--- config.mk ---
export PLATFORM = sky130hd
export DESIGN_NAME = serial_add_ctrl
export DESIGN_NICKNAME = d
export VERILOG_FILES = /design/src/rtl/serial_add_ctrl.sv
export SDC_FILE = /design/constraint.sdc
export NUM_CORES = 1
export LEC_CHECK = 0
export CAP_MARGIN = 20
export CORE_MARGIN = 2
export CORE_UTILIZATION = 48
export DETAILED_ROUTE_END_ITERATION = 10
export DONT_BUFFER_PORTS = 1
export PLACE_DENSITY = 0.62
export RECOVER_POWER = 100
export SYNTH_ARGS = -nofsm -noshare
export SYNTH_HDL_FRONTEND = slang
export SYNTH_SLANG_ARGS = --single-unit
--- constraint.sdc ---
create_clock -name clk -period 2.05 [get_ports clk]
set_input_delay 0.205 -clock clk [delete_from_list [all_inputs] [get_ports clk]]
set_output_delay 0.205 -clock clk [all_outputs]
set_load 0.005 [all_outputs]
--- src/rtl/serial_add_ctrl.sv ---
// Bit-serial adder/subtractor: sequences one add1bit cell over WIDTH cycles
// with valid/ready handshakes on the operand and result sides.

module add1bit (
  input  logic a,
  input  logic b,
  input  logic c_in,
  output logic sum,
  output logic c_out
);
  assign sum   = a ^ b ^ c_in;
  assign c_out = (a & b) | (a & c_in) | (b & c_in);
endmodule

module serial_add_ctrl #(
  parameter int unsigned WIDTH = 8
) (
  input  logic             clk,
  input  logic             rst_n,
  input  logic             in_valid,
  output logic             in_ready,
  input  logic [WIDTH-1:0] a,
  input  logic [WIDTH-1:0] b,
  input  logic             c_in,
  input  logic             op_sub,
  output logic             out_valid,
  input  logic             out_ready,
  output logic [WIDTH-1:0] sum,
  output logic             c_out,
  output logic             ovf,
  output logic             busy
);

  localparam int unsigned CNT_W = (WIDTH > 2) ? $clog2(WIDTH) : 1;
  localparam logic [CNT_W-1:0] CNT_LAST = CNT_W'(WIDTH - 1);

  typedef enum logic [1:0] {
    IDLE = 2'd0,
    RUN  = 2'd1,
    HOLD = 2'd2
  } state_t;

  state_t state_q, state_nxt;

  logic [WIDTH-1:0] a_sh_q, b_sh_q, res_sh_q;
  logic [CNT_W-1:0] cnt_q;
  logic             carry_q, sub_q;

  logic fa_b, fa_sum, fa_cout;
  logic accept, run_last;
  logic in_ready_d, out_valid_d, busy_d;

  assign accept   = (state_q == IDLE) && in_valid;
  assign run_last = (state_q == RUN) && (cnt_q == CNT_LAST);

  // Subtraction is a + ~b + ~borrow, so B is inverted at the cell input.
  assign fa_b = b_sh_q[0] ^ sub_q;

  add1bit u_add1bit (
    .a     (a_sh_q[0]),
    .b     (fa_b),
    .c_in  (carry_q),
    .sum   (fa_sum),
    .c_out (fa_cout)
  );

  // State register
  always_ff @(posedge clk or negedge rst_n) begin
    if (!rst_n) state_q <= IDLE;
    else        state_q <= state_nxt;
  end

  // Next-state logic
  always_comb begin
    state_nxt = state_q;
    unique case (state_q)
      IDLE:    if (in_valid)  state_nxt = RUN;
      RUN:     if (run_last)  state_nxt = HOLD;
      HOLD:    if (out_ready) state_nxt = IDLE;
      default: state_nxt = IDLE;
    endcase
  end

  // Handshake/status outputs follow the state being entered, then registered
  always_comb begin
    in_ready_d  = 1'b0;
    out_valid_d = 1'b0;
    busy_d      = 1'b0;
    unique case (state_nxt)
      IDLE:    in_ready_d  = 1'b1;
      RUN:     busy_d      = 1'b1;
      HOLD: begin
        out_valid_d = 1'b1;
        busy_d      = 1'b1;
      end
      default: in_ready_d  = 1'b0;
    endcase
  end

  always_ff @(posedge clk or negedge rst_n) begin
    if (!rst_n) begin
      in_ready  <= 1'b1;
      out_valid <= 1'b0;
      busy      <= 1'b0;
    end else begin
      in_ready  <= in_ready_d;
      out_valid <= out_valid_d;
      busy      <= busy_d;
    end
  end

  // Operand shifters, carry and bit counter
  always_ff @(posedge clk or negedge rst_n) begin
    if (!rst_n) begin
      a_sh_q   <= '0;
      b_sh_q   <= '0;
      res_sh_q <= '0;
      cnt_q    <= '0;
      carry_q  <= 1'b0;
      sub_q    <= 1'b0;
    end else if (accept) begin
      a_sh_q   <= a;
      b_sh_q   <= b;
      res_sh_q <= '0;
      cnt_q    <= '0;
      carry_q  <= op_sub ? ~c_in : c_in;
      sub_q    <= op_sub;
    end else if (state_q == RUN) begin
      a_sh_q   <= {1'b0, a_sh_q[WIDTH-1:1]};
      b_sh_q   <= {1'b0, b_sh_q[WIDTH-1:1]};
      res_sh_q <= {fa_sum, res_sh_q[WIDTH-1:1]};
      cnt_q    <= cnt_q + CNT_W'(1);
      carry_q  <= fa_cout;
    end
  end

  // Result registers update only on the final bit
  always_ff @(posedge clk or negedge rst_n) begin
    if (!rst_n) begin
      sum   <= '0;
      c_out <= 1'b0;
      ovf   <= 1'b0;
    end else if (run_last) begin
      sum   <= {fa_sum, res_sh_q[WIDTH-1:1]};
      c_out <= fa_cout;
      ovf   <= fa_cout ^ carry_q;
    end
  end

endmodule

# Word level (Yosys, flattened, before mapping)
# Index checks and enable logic that the tools add are counted.
[op_classes]
eq_ne = 5
mux = 18
reduce_logical = 6
addsub = 1
bitwise_logic = 10
[op_table]
columns = ["op", "count"]
rows = [
  ["two-way mux 8 bit", 6],
  ["two-way mux 1 bit", 6],
  ["two-way mux 2 bit", 3],
  ["two-way mux 3 bit", 2],
  ["case mux 2 bit (3 select lines)", 1],
  ["equality test 2 x 1 -> 1 bit, second input constant", 2],
  ["equality test 2 bit, second input constant", 2],
  ["zero test 2 bit", 2],
  ["bitwise XOR 1 bit", 4],
  ["adder 3 x 1 -> 3 bit, second input constant", 1],
  ["bitwise AND 1 bit", 3],
  ["equality test 3 bit, second input constant", 1],
  ["logical AND 1 bit", 2],
  ["OR 1 bit", 2],
  ["nonzero test 2 bit", 1],
  ["OR reduction 2 bit", 1],
  ["inverter 1 bit", 1],
]
[word_totals]
elab_cells = 53
in_bits = 22
ff_bits = 44
out_inout_bits = 13

# Longest topological paths before layout
[depth]
ltp_word = 7
depth_mapped = 6
ltp_nobuf = 5

# Cells and area by module
# A second synthesis with hierarchy kept.
[unflattened]
hier_cells = 166
hier_area_um2 = 1943.1
[by_module_without_submodules]
columns = ["mod", "n_inst", "cells_each", "area_each_um2", "seq_area_each_um2"]
rows = [
  ["serial_add_ctrl", 1, 165, 1923.1, 1077.3],
  ["add1bit", 1, 1, 20.0, 0.0],
]

# Least setup slack after synthesis
# OpenSTA, ideal clock, no wires.
[synth_path]
path_type = "reg2reg"
startpoint = "register cnt_q[0]"
endpoint = "register busy"
stages_incl_launch_ff = 7
arrival_ns = 1.478
setup_time_ns = 0.126
period_less_slack_ns = 1.604
path_buffers = 1
required_ns = 1.924
slack_ns = 0.446
path_cell_list = "dfrtp_1 -> ha_1 -> ha_1 -> nand3b_1 -> buf_2 -> and2_1 -> ha_1"
[synth_via]
elab_chain_cells = 7
elab_cells_between_ends = 8
cone_classes = "3 x eq/ne; 3 x mux; 2 x reduce/logical"
[synth_lines]
columns = ["item", "line_no", "rtl"]
rows = [
  ["from (decl)", "46", "logic [CNT_W-1:0] cnt_q;"],
  ["from (signal assigned)", "132", "cnt_q <= cnt_q + CNT_W'(1);"],
  ["equality test 3 bit *", "54", "assign run_last = (state_q == RUN) && (cnt_q == CNT_LAST);"],
  ["logical AND 1 bit *", "54", ""],
  ["two-way mux 2 bit *", "78", "RUN: if (run_last) state_nxt = HOLD;"],
  ["case mux 2 bit (3 select lines) *", "76", "unique case (state_q)"],
  ["equality test 2 bit or equality test 2 x 1 -> 1 bit (tied branches)", "89", "unique case (state_nxt)"],
  ["OR reduction 2 bit (no source line) *", "n/a", ""],
  ["two-way mux 1 bit *", "89", ""],
  ["net busy_d", "51", "logic in_ready_d, out_valid_d, busy_d;"],
  ["to (signal assigned)", "108", "busy <= busy_d;"],
  ["to (decl)", "31", "output logic busy"],
]
# The timed path passes the listed nets; every way through them passes the cells marked *.
# A chain may end at the register's enable or synchronous reset.

# Final worst setup path
[layout_path]
startpoint = "register state_q[1]"
endpoint = "register a_sh_q[3]"
[layout_via]
elab_chain_cells = 3
elab_cells_between_ends = 5
cone_classes = "1 x eq/ne; 1 x mux; 3 x reduce/logical"
[layout_lines]
columns = ["item", "line_no", "rtl"]
rows = [
  ["from (decl)", "43", "state_t state_q, state_nxt;"],
  ["from (signal assigned)", "70", "else state_q <= state_nxt;"],
  ["zero test 2 bit", "53", "assign accept = (state_q == IDLE) && in_valid;"],
  ["logical AND 1 bit", "53", ""],
  ["two-way mux 8 bit or nonzero test 2 bit (tied branches)", "n/a", ""],
  ["to (signal assigned)", "129", "a_sh_q <= {1'b0, a_sh_q[WIDTH-1:1]};"],
  ["to (decl)", "45", "logic [WIDTH-1:0] a_sh_q, b_sh_q, res_sh_q;"],
]
# Parallel ways exist; a longest one is shown, timed or not.

==> results_dict.tcl <==
set metrics [dict create \
    syn_avg_cell_area_um2 11.1 \
    drc_errors 0 \
    drt-wirelength-per-cell_um 15.0 \
    fp.coreArea_um2 4000 \
    required_ps 2200 \
    port_buffers 0 \
    r2r_cells 4 \
    cts_made_buffers 5 \
    antenna_found_initial 0 \
    period_needed_ps 1830 \
    setup_tns_ps 0 \
    postCtsSetupBuffers 0 \
    synth_cell_types 27 \
    diodes 0 \
    netlist_area_um2 2000 \
    path_cells "or3b_2, clkbuf_4, nor2_1, a31oi_2" \
    overflow 0 \
    tightestPinTransition_ps 1050 \
    reg2reg_slack_ps 220 \
    hpwl_mm 2.27 \
    synth_warnings 0 \
    slew_viol_final 0 \
    outcome "finished clean" \
    syn_to_final_growth_pct 1.44 \
    die_w_um 68.6 \
    synth_edf_count 0 \
    ir_drop_mv 0.709 \
    die_h_um 68.6 \
    io_pins 35 \
    layout_worst_path_cycle_share 0.892 \
    synth-seq-cells 43 \
    clkTransAtPathRegs_ps 80 \
    drive_gt1_frac 0.142 \
    crit_arrival_ps 1980 \
    cts_tree "done" \
    cp_top_family "simple AND/OR/NAND/NOR gates" \
    whs_endpoint "sub_q" \
    max_freq_mhz 547 \
    grtUsageTotal 0.178 \
    finalHoldViolCount 0 \
    crit_type "flip-flop to flip-flop" \
    reg2reg_to "a_sh_q[3]" \
    detail_route.vias_per_cell 5.37 \
    initial_core_util 0.501 \
    grt_max_degree 44 \
    seq_area_frac_synth 0.538 \
    finalClockSkew_ps 8.00 \
    whs_path_depth 2 \
    grt_pass1_vias 1296 \
    synth_cells 180 \
    crit_buf_inv 1 \
    drtPass1Iterations 4 \
    cts.sink_count 43 \
    synth_nets 207 \
    crit_path_start "state_q[1]" \
    end_kind "flip-flop" \
    wirelength_mm 3.50 \
    hold_start "op_sub" \
    cts_max_level 2 \
    vias 1252 \
    cts.path.max_buffers 2 \
    holdWs_ps 14.2 \
    max-slew-margin-rel 0.299 \
    final_antenna_net_count 0 \
    clock_latency_ps 290 \
    cp_max_fo 33 \
    fillCellCount 371 \
    drv_cap 0 \
    gp_congestion 0.728 \
    leakage_nw 0.960 \
    rsz0062_at_grt "false" \
    synth-main-ff-cell "dfrtp_1" \
    finalSetupViolations 0 \
    async_flop_share 1.00 \
    grt_pass1_wl_mm 6.09 \
    crit_slowest_cell "or3b_2" \
    die-area_um2 4710 \
    power.density_nw_per_um2 1570 \
    critical-path-max-stage-delay_ps 590 \
    drt_iter0_markers 52 \
    timing.rr.start "state_q[1]" \
    rows 23 \
    hp-class "input pin to flip-flop" \
    ctsRootBufferMaster "clkbuf_8" \
    cp-start-kind "flip-flop" \
    layout.nets 209 \
]
-- layout by cell type (no fill, tap or decap), types with 2 or more instances in the layout --
| cell type | count |
|---|---|
| nand2_1 | 55 |
| dfrtp_1 | 42 |
| nand3_1 | 15 |
| nor2_1 | 13 |
| a31oi_2 | 12 |
| mux2_1 | 9 |
| clkbuf_8 | 5 |
| ha_1 | 4 |
| a22oi_1 | 3 |
| clkbuf_1 | 3 |
| buf_4 | 3 |
| o21ai_0 | 2 |
| xor2_1 | 2 |
-- kinds of logic after synthesis --
| family | count (synthesis) | synth area share |
|---|---|---|
| simple gates | 89 | 0.222 |
| flops | 43 | 0.538 |
| compound gates | 18 | 0.0956 |
| buf+inv | 13 | 0.0456 |
| mux | 9 | 0.0506 |
| fa+ha+maj | 5 | 0.0350 |
| xor+xnor | 3 | 0.0131 |
-- routing by layer --
layer  track usage  routed length, um  share of wire  vias to the layer above
met5             0                  0              0                        -
met4        0.0675                 57          0.016                        0
met3        0.0601                218          0.062                        5
met2         0.279               1640           0.47                       30
met1         0.228               1590           0.45                      620
li1              -                  -              -                      597
-- stage by stage --
step | worst slack, ps | instance area, um^2 | utilization | power (mW) | std cells
floorplan | 446 | 2000 | - | 2.53 | 180
global placement | 302 | 2030 | 0.507 | 2.70 | 223
detailed placement | 190 | 2030 | 0.507 | 2.77 | 223
CTS | 156 | 2140 | 0.535 | 3.32 | 233
global route | 85.9 | 2030 | 0.508 | 3.49 | 233
finish | 221 | 2030 | 0.508 | 3.19 | 233
-- power by group --
group	internal [mW]	switching (mW)	total, mW
clock	0.239	0.270	0.509
combinational	0.502	0.680	1.18
sequential	1.25	0.252	1.50
total	1.99	1.20	3.19
-- layout make-up --
cell class              count  area [um^2]  area share
clock buffers               7         76.3      0.0376
clock inverters             1         5.00     0.00246
inverters                   1         3.75     0.00185
multi-input cells         124          758       0.373
flip-flops and latches     43         1080       0.530
well taps                  50         62.6      0.0308
repair buffers              7         48.8      0.0240
-- cells in the mapped netlist (2+ instances only) --
cell,n,area share
xor2_1,2,0.0087
nor2_1,2,0.0037
buf_6,3,0.017
dfrtp_1,42,0.52
nor2_4,9,0.051
nand2_1,55,0.10
nor2_2,2,0.0062
nand3_1,15,0.037
buf_2,7,0.017
ha_1,4,0.025
mux2_1,9,0.051
a22oi_1,3,0.011
a31oi_2,12,0.075
o21ai_1,2,0.0050
-- worst max path at each step --
stage | endpoint | cells past startpoint
2_1_floorplan | busy | 6
3_3_place_gp | busy | 5
3_5_place_dp | busy | 5
4_1_cts | busy | 5
5_1_grt | busy | 5
6_report | a_sh_q[3] | 4
-- state kept, by name, indices dropped and copies added (netlist names) --
signal	flops
ovf	1
busy	1
sum	8
in_ready	1
a_sh_q	8
c_out	1
carry_q	1
cnt_q	3
sub_q	1
res_sh_q	7
out_valid	1
b_sh_q	8
state_q	2
-- worst register-to-register path: stages (launching register included) --
cell and delay (ps):
dfrtp_1 430, or3b_2 590, clkbuf_4 370, nor2_1 250
a31oi_2 50
-- what timing repair did --
| action | 4_1_cts | 5_1_grt |
|---|---|---|
| hold buffers | 2 | 0 |
| gates resized for setup | 0 | 0 |
| endpoints found under the setup margin | 0 | 0 |
| endpoints found under the hold margin | 43 | 0 |
No activity file was read; power rests on OpenSTA's default activity.
